$ cat src/rtl/cluster_output_checker_sat_counter.sv
// Saturating up-counter with synchronous clear.
// Holds at all-ones instead of wrapping.
module sat_counter #(
   parameter int unsigned WIDTH = 32
) (
   input  logic             clk,
   input  logic             rst_n,
   input  logic             inc_i,
   input  logic             clr_i,
   output logic [WIDTH-1:0] cnt_o
);

   localparam logic [WIDTH-1:0] ONE = {{(WIDTH-1){1'b0}}, 1'b1};

   logic [WIDTH-1:0] cnt_q;
   logic [WIDTH-1:0] cnt_d;

   always_comb begin
      cnt_d = cnt_q;
      if (clr_i) begin
         cnt_d = '0;
      end else if (inc_i && (cnt_q != '1)) begin
         cnt_d = cnt_q + ONE;
      end
   end

   always_ff @(posedge clk or negedge rst_n) begin
      if (!rst_n) begin
         cnt_q <= '0;
      end else begin
         cnt_q <= cnt_d;
      end
   end

   assign cnt_o = cnt_q;

endmodule

$ cat config.mk
export PLATFORM = sky130hd
export DESIGN_NAME = sat_counter
export DESIGN_NICKNAME = d
export VERILOG_FILES = /design/src/rtl/cluster_output_checker_sat_counter.sv
export SDC_FILE = /design/constraint.sdc
export NUM_CORES = 1
export LEC_CHECK = 0
export BUFFER_PORTS_ARGS = -buffer_cell sky130_fd_sc_hd__buf_2
export CAP_MARGIN = 25
export CORE_MARGIN = 1.5
export CORE_UTILIZATION = 49
export CTS_CLUSTER_SIZE = 14
export DETAILED_ROUTE_END_ITERATION = 7
export GPL_TIMING_DRIVEN = 0
export PLACE_DENSITY = 0.85
export SLEW_MARGIN = 20
export SYNTH_ARGS = -nofsm -noshare
export SYNTH_HDL_FRONTEND = slang
export SYNTH_SLANG_ARGS = --single-unit
$ cat constraint.sdc
create_clock -name clk -period 2 [get_ports clk]
set_input_delay 0.4 -clock clk [delete_from_list [all_inputs] [get_ports clk]]
set_output_delay 0.4 -clock clk [all_outputs]
set_load 0.01 [all_outputs]
==> results of run 1 <==
worst reg2reg max path: stages (launching register included):
cell and delay, ns:
dfrtp_1 0.42, nand4_1 0.18, buf_4 0.20, nor4_4 0.27
buf_4 0.17, a31oi_4 0.11, and3_4 0.20, mux2_4 0.28
cell type report:
class	count	area share
multi-input combinational	152	0.449
sequential	32	0.336
timing repair buffer	51	0.124
clock buffer	7	0.0404
tap	48	0.0252
buffer	7	0.0147
inverter	7	0.0110
final timing paths:
kind                                start         to  slack (ns)  cells after the start
worst max-delay path            cnt_o[17]   cnt_o[3]        0.05                      7
max in group asynchronous           rst_n  cnt_o[10]        1.36                      1
worst min-delay path                rst_n   cnt_o[5]        0.15                      1
worst min register to register  cnt_o[25]  cnt_o[25]        0.59                      2
min in group clk                    inc_i   cnt_o[4]        0.55                      3
worst max register to register  cnt_o[17]   cnt_o[3]        0.05                      7
power groups by stage:
stage | registers [mW] | clock network, mW | logic (mW)
3_5_place_dp | 0.670 | 0 | 0.0601
3_3_place_gp | 0.669 | 0 | 0.0590
2_1_floorplan | 0.671 | 0 | 0.0287
5_1_grt | 0.657 | 0.575 | 0.0857
4_1_cts | 0.655 | 0.545 | 0.0736
6_report | 0.657 | 0.533 | 0.0759
repair_timing:
| item | 4_1_cts | 5_1_grt |
|---|---|---|
| gates cloned | 0 | 0 |
| buffers inserted | 9 | 7 |
| pin swaps | 5 | 4 |
| setup endpoints to repair | 14 | 17 |
| gates resized for setup | 6 | 9 |
| endpoints found under the hold margin | 0 | 0 |
layer usage:
metal,wire (um),part of all wire
met5,0,0
met4,166,0.036
met3,209,0.045
met2,2320,0.50
met1,1960,0.42
logic make-up (layout without fill, tap and decap cells):
| kind of cell | count (synthesis) | count (layout) | synth area share |
|---|---|---|---|
| and+or+nand+nor | 99 | 99 | 0.305 |
| muxes | 7 | 7 | 0.0439 |
| DFF | 32 | 32 | 0.432 |
| adders and majority gates | 1 | 1 | 0.00675 |
| AOI/OAI and AO/OA | 32 | 32 | 0.119 |
| xor gates and xnor gates | 13 | 13 | 0.0614 |
| buffers and inverters | 14 | 72 | 0.0317 |
layout by cell type (no fill, tap or decap), types with 6 or more instances in the layout:
| cell type | netlist | routed |
|---|---|---|
| nor2b_1 | 6 | 6 |
| nand3_1 | 12 | 11 |
| inv_1 | 7 | 7 |
| and3_1 | 7 | 6 |
| nand4_1 | 6 | 6 |
| nand2_1 | 11 | 11 |
| dfrtp_1 | 32 | 31 |
| a21oi_1 | 11 | 11 |
| xnor2_1 | 10 | 10 |
| buf_4 | 1 | 18 |
| nor2_1 | 26 | 26 |
| buf_2 | 2 | 36 |
| clkbuf_8 | 0 | 7 |
through the flow:
stage	setup WS [ns]	area [um2]	instances
floorplan	0.00993	1850	198
global placement	-0.180	2090	281
detailed placement	-0.204	2090	281
CTS	0.0185	2290	297
global route	-0.0899	2390	304
finish	0.0460	2390	304
==> impl_metrics.py, run 1 <==
metrics = {
    "outcome": {
        "status": "finished clean",
    },
    "yosys": {
        "ys.flop_type": "dfrtp_1",
        "synth_seq_cells": 32,
        "yosys-top-cells-area": "dfrtp_1, nor2_1, xnor2_1",
        "synth_nets": 203,
        "post-synth-top-area-fraction": 0.432,
        "synthTopCellsByCount": "dfrtp_1, nor2_1, nand3_1",
        "syn_inst": 198,
        "yosys.area.top_type": "dfrtp_1",
        "syn_avg_cell_area_um2": 9.37,
        "synth_most_common_cell": "dfrtp_1",
        "ys_warn_count": 0,
        "synth_cell_types": 42,
        "synthesis.area_um2": 1850,
        "synth_edf_count": 0,
        "seq_area_frac_synth": 0.432,
        "async_flop_share": 1.00,
    },
    "routing": {
        "drtAntennaViolNets": 0,
        "route.final.wire_length_um": 4660,
        "drc_errors": 0,
        "vias_per_cell": 5.84,
        "drt_iter0_markers": 116,
        "drt-pass1-iter-count": 4,
        "avgRoutedWirePerCell_um": 15.3,
        "num_vias": 1776,
    },
    "worst_setup_path": {
        "crit_path_frequent_cell": "buf_4",
        "worstSetupStartpointType": "flip-flop",
        "cp_slowest_cell": "dfrtp_1",
        "critical_path_class": "reg2reg",
        "critPathMaxStageDelay_ns": 0.42,
        "cp.arrival_ns": 2.13,
        "critPathCaptureType": "flip-flop",
        "path_max_fanout": 5,
        "cp_top_family": "simple AND/OR/NAND/NOR gates",
        "worstPathCellList": "nand4_1, buf_4, nor4_4, buf_4, a31oi_4, and3_4, mux2_4",
        "crit_buf_inv": 2,
        "crit_required_ns": 2.17,
    },
    "worst_hold_path": {
        "hold_path_class": "in2async",
    },
    "finish": {
        "multiInputGateArea_um2": 1070,
        "drive_above_1_share": 0.332,
        "nNetsFinal": 261,
        "area_growth_pct": 28.7,
        "fillers": 296,
        "largest_reg_flops": 32,
        "ff_latch_area_um2": 802,
        "fin_util": 0.657,
        "antenna_cells": 0,
    },
    "floorplan": {
        "start_util": 0.510,
        "dieHeight_um": 64.5,
        "pin_count": 36,
        "rows": 22,
        "die-area_um2": 4160,
        "die_x_um": 64.5,
        "core-area_um2": 3630,
    },
    "grt": {
        "met3_usage": 0.0556,
        "grt_max_degree": 33,
        "track_usage": 0.237,
        "met2_usage": 0.380,
        "overflow": 0,
        "use_met1": 0.300,
        "top_usage_layer": "met2",
        "grt_pass1_wl_um": 7620,
        "grt_pass1_vias": 1614,
        "antenna_found_initial": 0,
    },
    "timing": {
        "min_period_ns": 1.95,
        "fin_crit_sh": 0.977,
        "finalClockSkew_ns": 0.00398,
        "fin_setup_tns_ns": 0,
        "worstMarginPinSlew_ns": 0.692,
        "slew_viol_final": 0,
        "finalHoldViolations": 0,
        "fmax_ghz": 0.512,
        "fin_hold_ws_ns": 0.150,
        "slew_headroom": 0.539,
        "setup_viol": 0,
    },
    "power_and_ir_drop": {
        "clkPwrFrac": 0.421,
        "p_leak_nw": 1.13,
        "vdd_drop_max_mv": 0.361,
        "p_per_area_nw_per_um2": 530,
        "p_int_mw": 0.985,
        "fin_total_pwr_mw": 1.27,
        "p_seq_frac": 0.519,
        "switching_share": 0.221,
        "switching_power_mw": 0.280,
        "pwr-share-comb": 0.060,
    },
    "clock_tree": {
        "cts-root-buf": "clkbuf_8",
        "htreeDepth": 2,
        "clk_pin_slew_ns": 0.06,
        "cts_hold_buf": 0,
        "cts_inserted_buffers": 5,
        "clk_latency_ns": 0.29,
        "clk_path_buf_depth": 2,
        "cts_num_sinks": 32,
        "cts_tree": "yes",
    },
    "placed_design": {
        "routabilityCongestion": 0.818,
        "port_buffers": 35,
        "hpwlAfterDp_um": 2880,
    },
    "run": {
        "drv_cap": 0,
    },
}
Note: power is estimated with default switching activity, not from simulation.
==> run 2, diff against run 1 <==
- PLACE_DENSITY: 0.85 -> 0.75
==> run 2 against run 1 <==
  * Fmax grew 1.1%
  * Final cell count down 2.3%
  * Design area down 2.6%
  * Largest cell class unchanged
  * Via count shrank 5.1%
  * Core utilization down 1.7 points
  * Combinational power fell by 4.5%
  * Setup slack better by 0.022 ns
==> impl_metrics.py, run 2 (synthesized netlist as in run 1, its figures left out) <==
metrics = {
    "outcome": {
        "status": "finished clean",
    },
    "clock_tree": {
        "cts_hold_buf": 0,
        "clk_path_buf_depth": 2,
        "cts_num_sinks": 32,
        "clk_latency_ns": 0.28,
        "cts_inserted_buffers": 5,
        "cts-root-buf": "clkbuf_8",
        "cts_tree": "yes",
        "clk_pin_slew_ns": 0.07,
        "htreeDepth": 2,
    },
    "placed_design": {
        "hpwlAfterDp_um": 2940,
        "port_buffers": 35,
        "dp_cells": 281,
        "routabilityCongestion": 0.849,
    },
    "worst_setup_path": {
        "cp.arrival_ns": 2.14,
        "critPathCaptureType": "flip-flop",
        "critical_path_class": "reg2reg",
        "worstSetupStartpointType": "flip-flop",
        "r2r-end": "cnt_o[25]",
        "rrSetupSlack_ns": 0.07,
        "r2r-start": "cnt_o[0]",
        "path_max_fanout": 10,
        "r2r_cells": 7,
        "crit_required_ns": 2.21,
    },
    "timing": {
        "fin_crit_sh": 0.966,
        "fin_hold_ws_ns": 0.158,
        "rsz0062_at_grt": "yes",
        "finalHoldViolations": 0,
        "fin_setup_tns_ns": 0,
        "fmax_ghz": 0.517,
        "setup_viol": 0,
        "min_period_ns": 1.93,
        "slew_viol_final": 0,
        "worstMarginPinSlew_ns": 0.697,
        "slew_headroom": 0.535,
        "finalClockSkew_ns": 0.00813,
    },
    "power_and_ir_drop": {
        "p_seq_frac": 0.552,
        "switching_share": 0.232,
        "vdd_drop_max_mv": 0.307,
        "clkPwrFrac": 0.387,
        "fin_total_pwr_mw": 1.19,
        "switching_power_mw": 0.276,
        "p_int_mw": 0.912,
        "p_per_area_nw_per_um2": 511,
        "pwr-share-comb": 0.061,
        "p_leak_nw": 1.08,
    },
    "routing": {
        "drc_errors": 0,
        "avgRoutedWirePerCell_um": 14.8,
        "drtAntennaViolNets": 0,
        "drt_iter0_markers": 106,
        "num_vias": 1685,
        "route.final.wire_length_um": 4410,
        "vias_per_cell": 5.67,
        "drt-pass1-iter-count": 4,
    },
    "floorplan": {
        "dieHeight_um": 64.5,
        "core-area_um2": 3630,
        "start_util": 0.510,
        "die_x_um": 64.5,
        "die-area_um2": 4160,
        "pin_count": 36,
        "rows": 22,
    },
    "finish": {
        "fin_util": 0.640,
        "mostFrequentLayoutCell": "buf_2",
        "fillers": 326,
        "nNetsFinal": 254,
        "ff_latch_area_um2": 803,
        "antenna_cells": 0,
        "instances_no_fill": 297,
        "mostFrequentLayoutCells": "buf_2, dfrtp_1, nor2_1",
        "drive_above_1_share": 0.329,
        "multiInputGateArea_um2": 1080,
        "largest_reg_flops": 32,
        "area_growth_pct": 25.4,
    },
    "grt": {
        "grt_max_degree": 33,
        "overflow": 0,
        "grt_pass1_vias": 1529,
        "grt_pass1_wl_um": 7030,
        "antenna_found_initial": 0,
        "track_usage": 0.220,
    },
    "run": {
        "drv_cap": 0,
    },
    "worst_hold_path": {
        "hold_path_class": "in2async",
    },
}
-- run 2: cell count changes in the layout (fill, tap and decap cells not counted), moves of 2 or more --
cell	change
a21oi_1	-2
a21oi_2	+2
buf_4	-7
clkbuf_8	-2
-- run 2: worst max-delay path by stage --
stage	from	end	slack, ns	cells after the start
5_1_grt	cnt_o[14]	cnt_o[11]	-0.02	8
2_1_floorplan	cnt_o[0]	cnt_o[3]	0.01	6
6_report	cnt_o[0]	cnt_o[25]	0.07	7
3_3_place_gp	cnt_o[0]	cnt_o[31]	-0.19	7
3_5_place_dp	cnt_o[0]	cnt_o[13]	-0.21	8
4_1_cts	cnt_o[1]	cnt_o[25]	0.001	7
-- run 2: final cells by class --
type,count,share of cell area
multi-input cells,152,0.465
flip-flops and latches,32,0.345
repair buffers,44,0.104
clock buffers,6,0.0312
well taps,48,0.0258
plain buffers,7,0.0151
inverters,7,0.0113
clock inverters,1,0.00215
-- run 2: critical path, cell delays in order (launching register included) --
cell     delay (ns)
dfrtp_1        0.39
ha_2           0.21
nand4_1        0.16
nor4_4         0.06
a21o_1         0.19
buf_4          0.18
or4_1          0.52
a21oi_2        0.14
-- run 2: per-stage QoR --
stage | worst slack [ns] | instance area, um2
6_report | 0.0676 | 2330
4_1_cts | 0.00146 | 2250
3_3_place_gp | -0.195 | 2090
5_1_grt | -0.0170 | 2330
2_1_floorplan | 0.00993 | 1850
3_5_place_dp | -0.208 | 2090
-- run 2: power by group through the flow --
stage / Sequential, mW / Combinational, mW / Clock, mW
after CTS: 0.656 / 0.0691 / 0.478
after global placement: 0.669 / 0.0600 / 0
after detailed placement: 0.669 / 0.0613 / 0
final: 0.656 / 0.0725 / 0.460
after global routing: 0.655 / 0.0808 / 0.500
after floorplan: 0.671 / 0.0287 / 0
-- run 2: per-layer routing --
metal,wire length (um),GRT usage,vias to the layer above
li1,-,-,816
met1,1970,0.279,815
met2,2170,0.374,46
met3,204,0.0434,8
met4,63,0.0798,0
met5,0,0,-
-- run 2: what timing repair did --
action,CTS,global route
gates cloned,0,0
pin swaps,4,3
endpoints found under the setup margin,14,22
buffers inserted,7,2
resized for setup,5,14
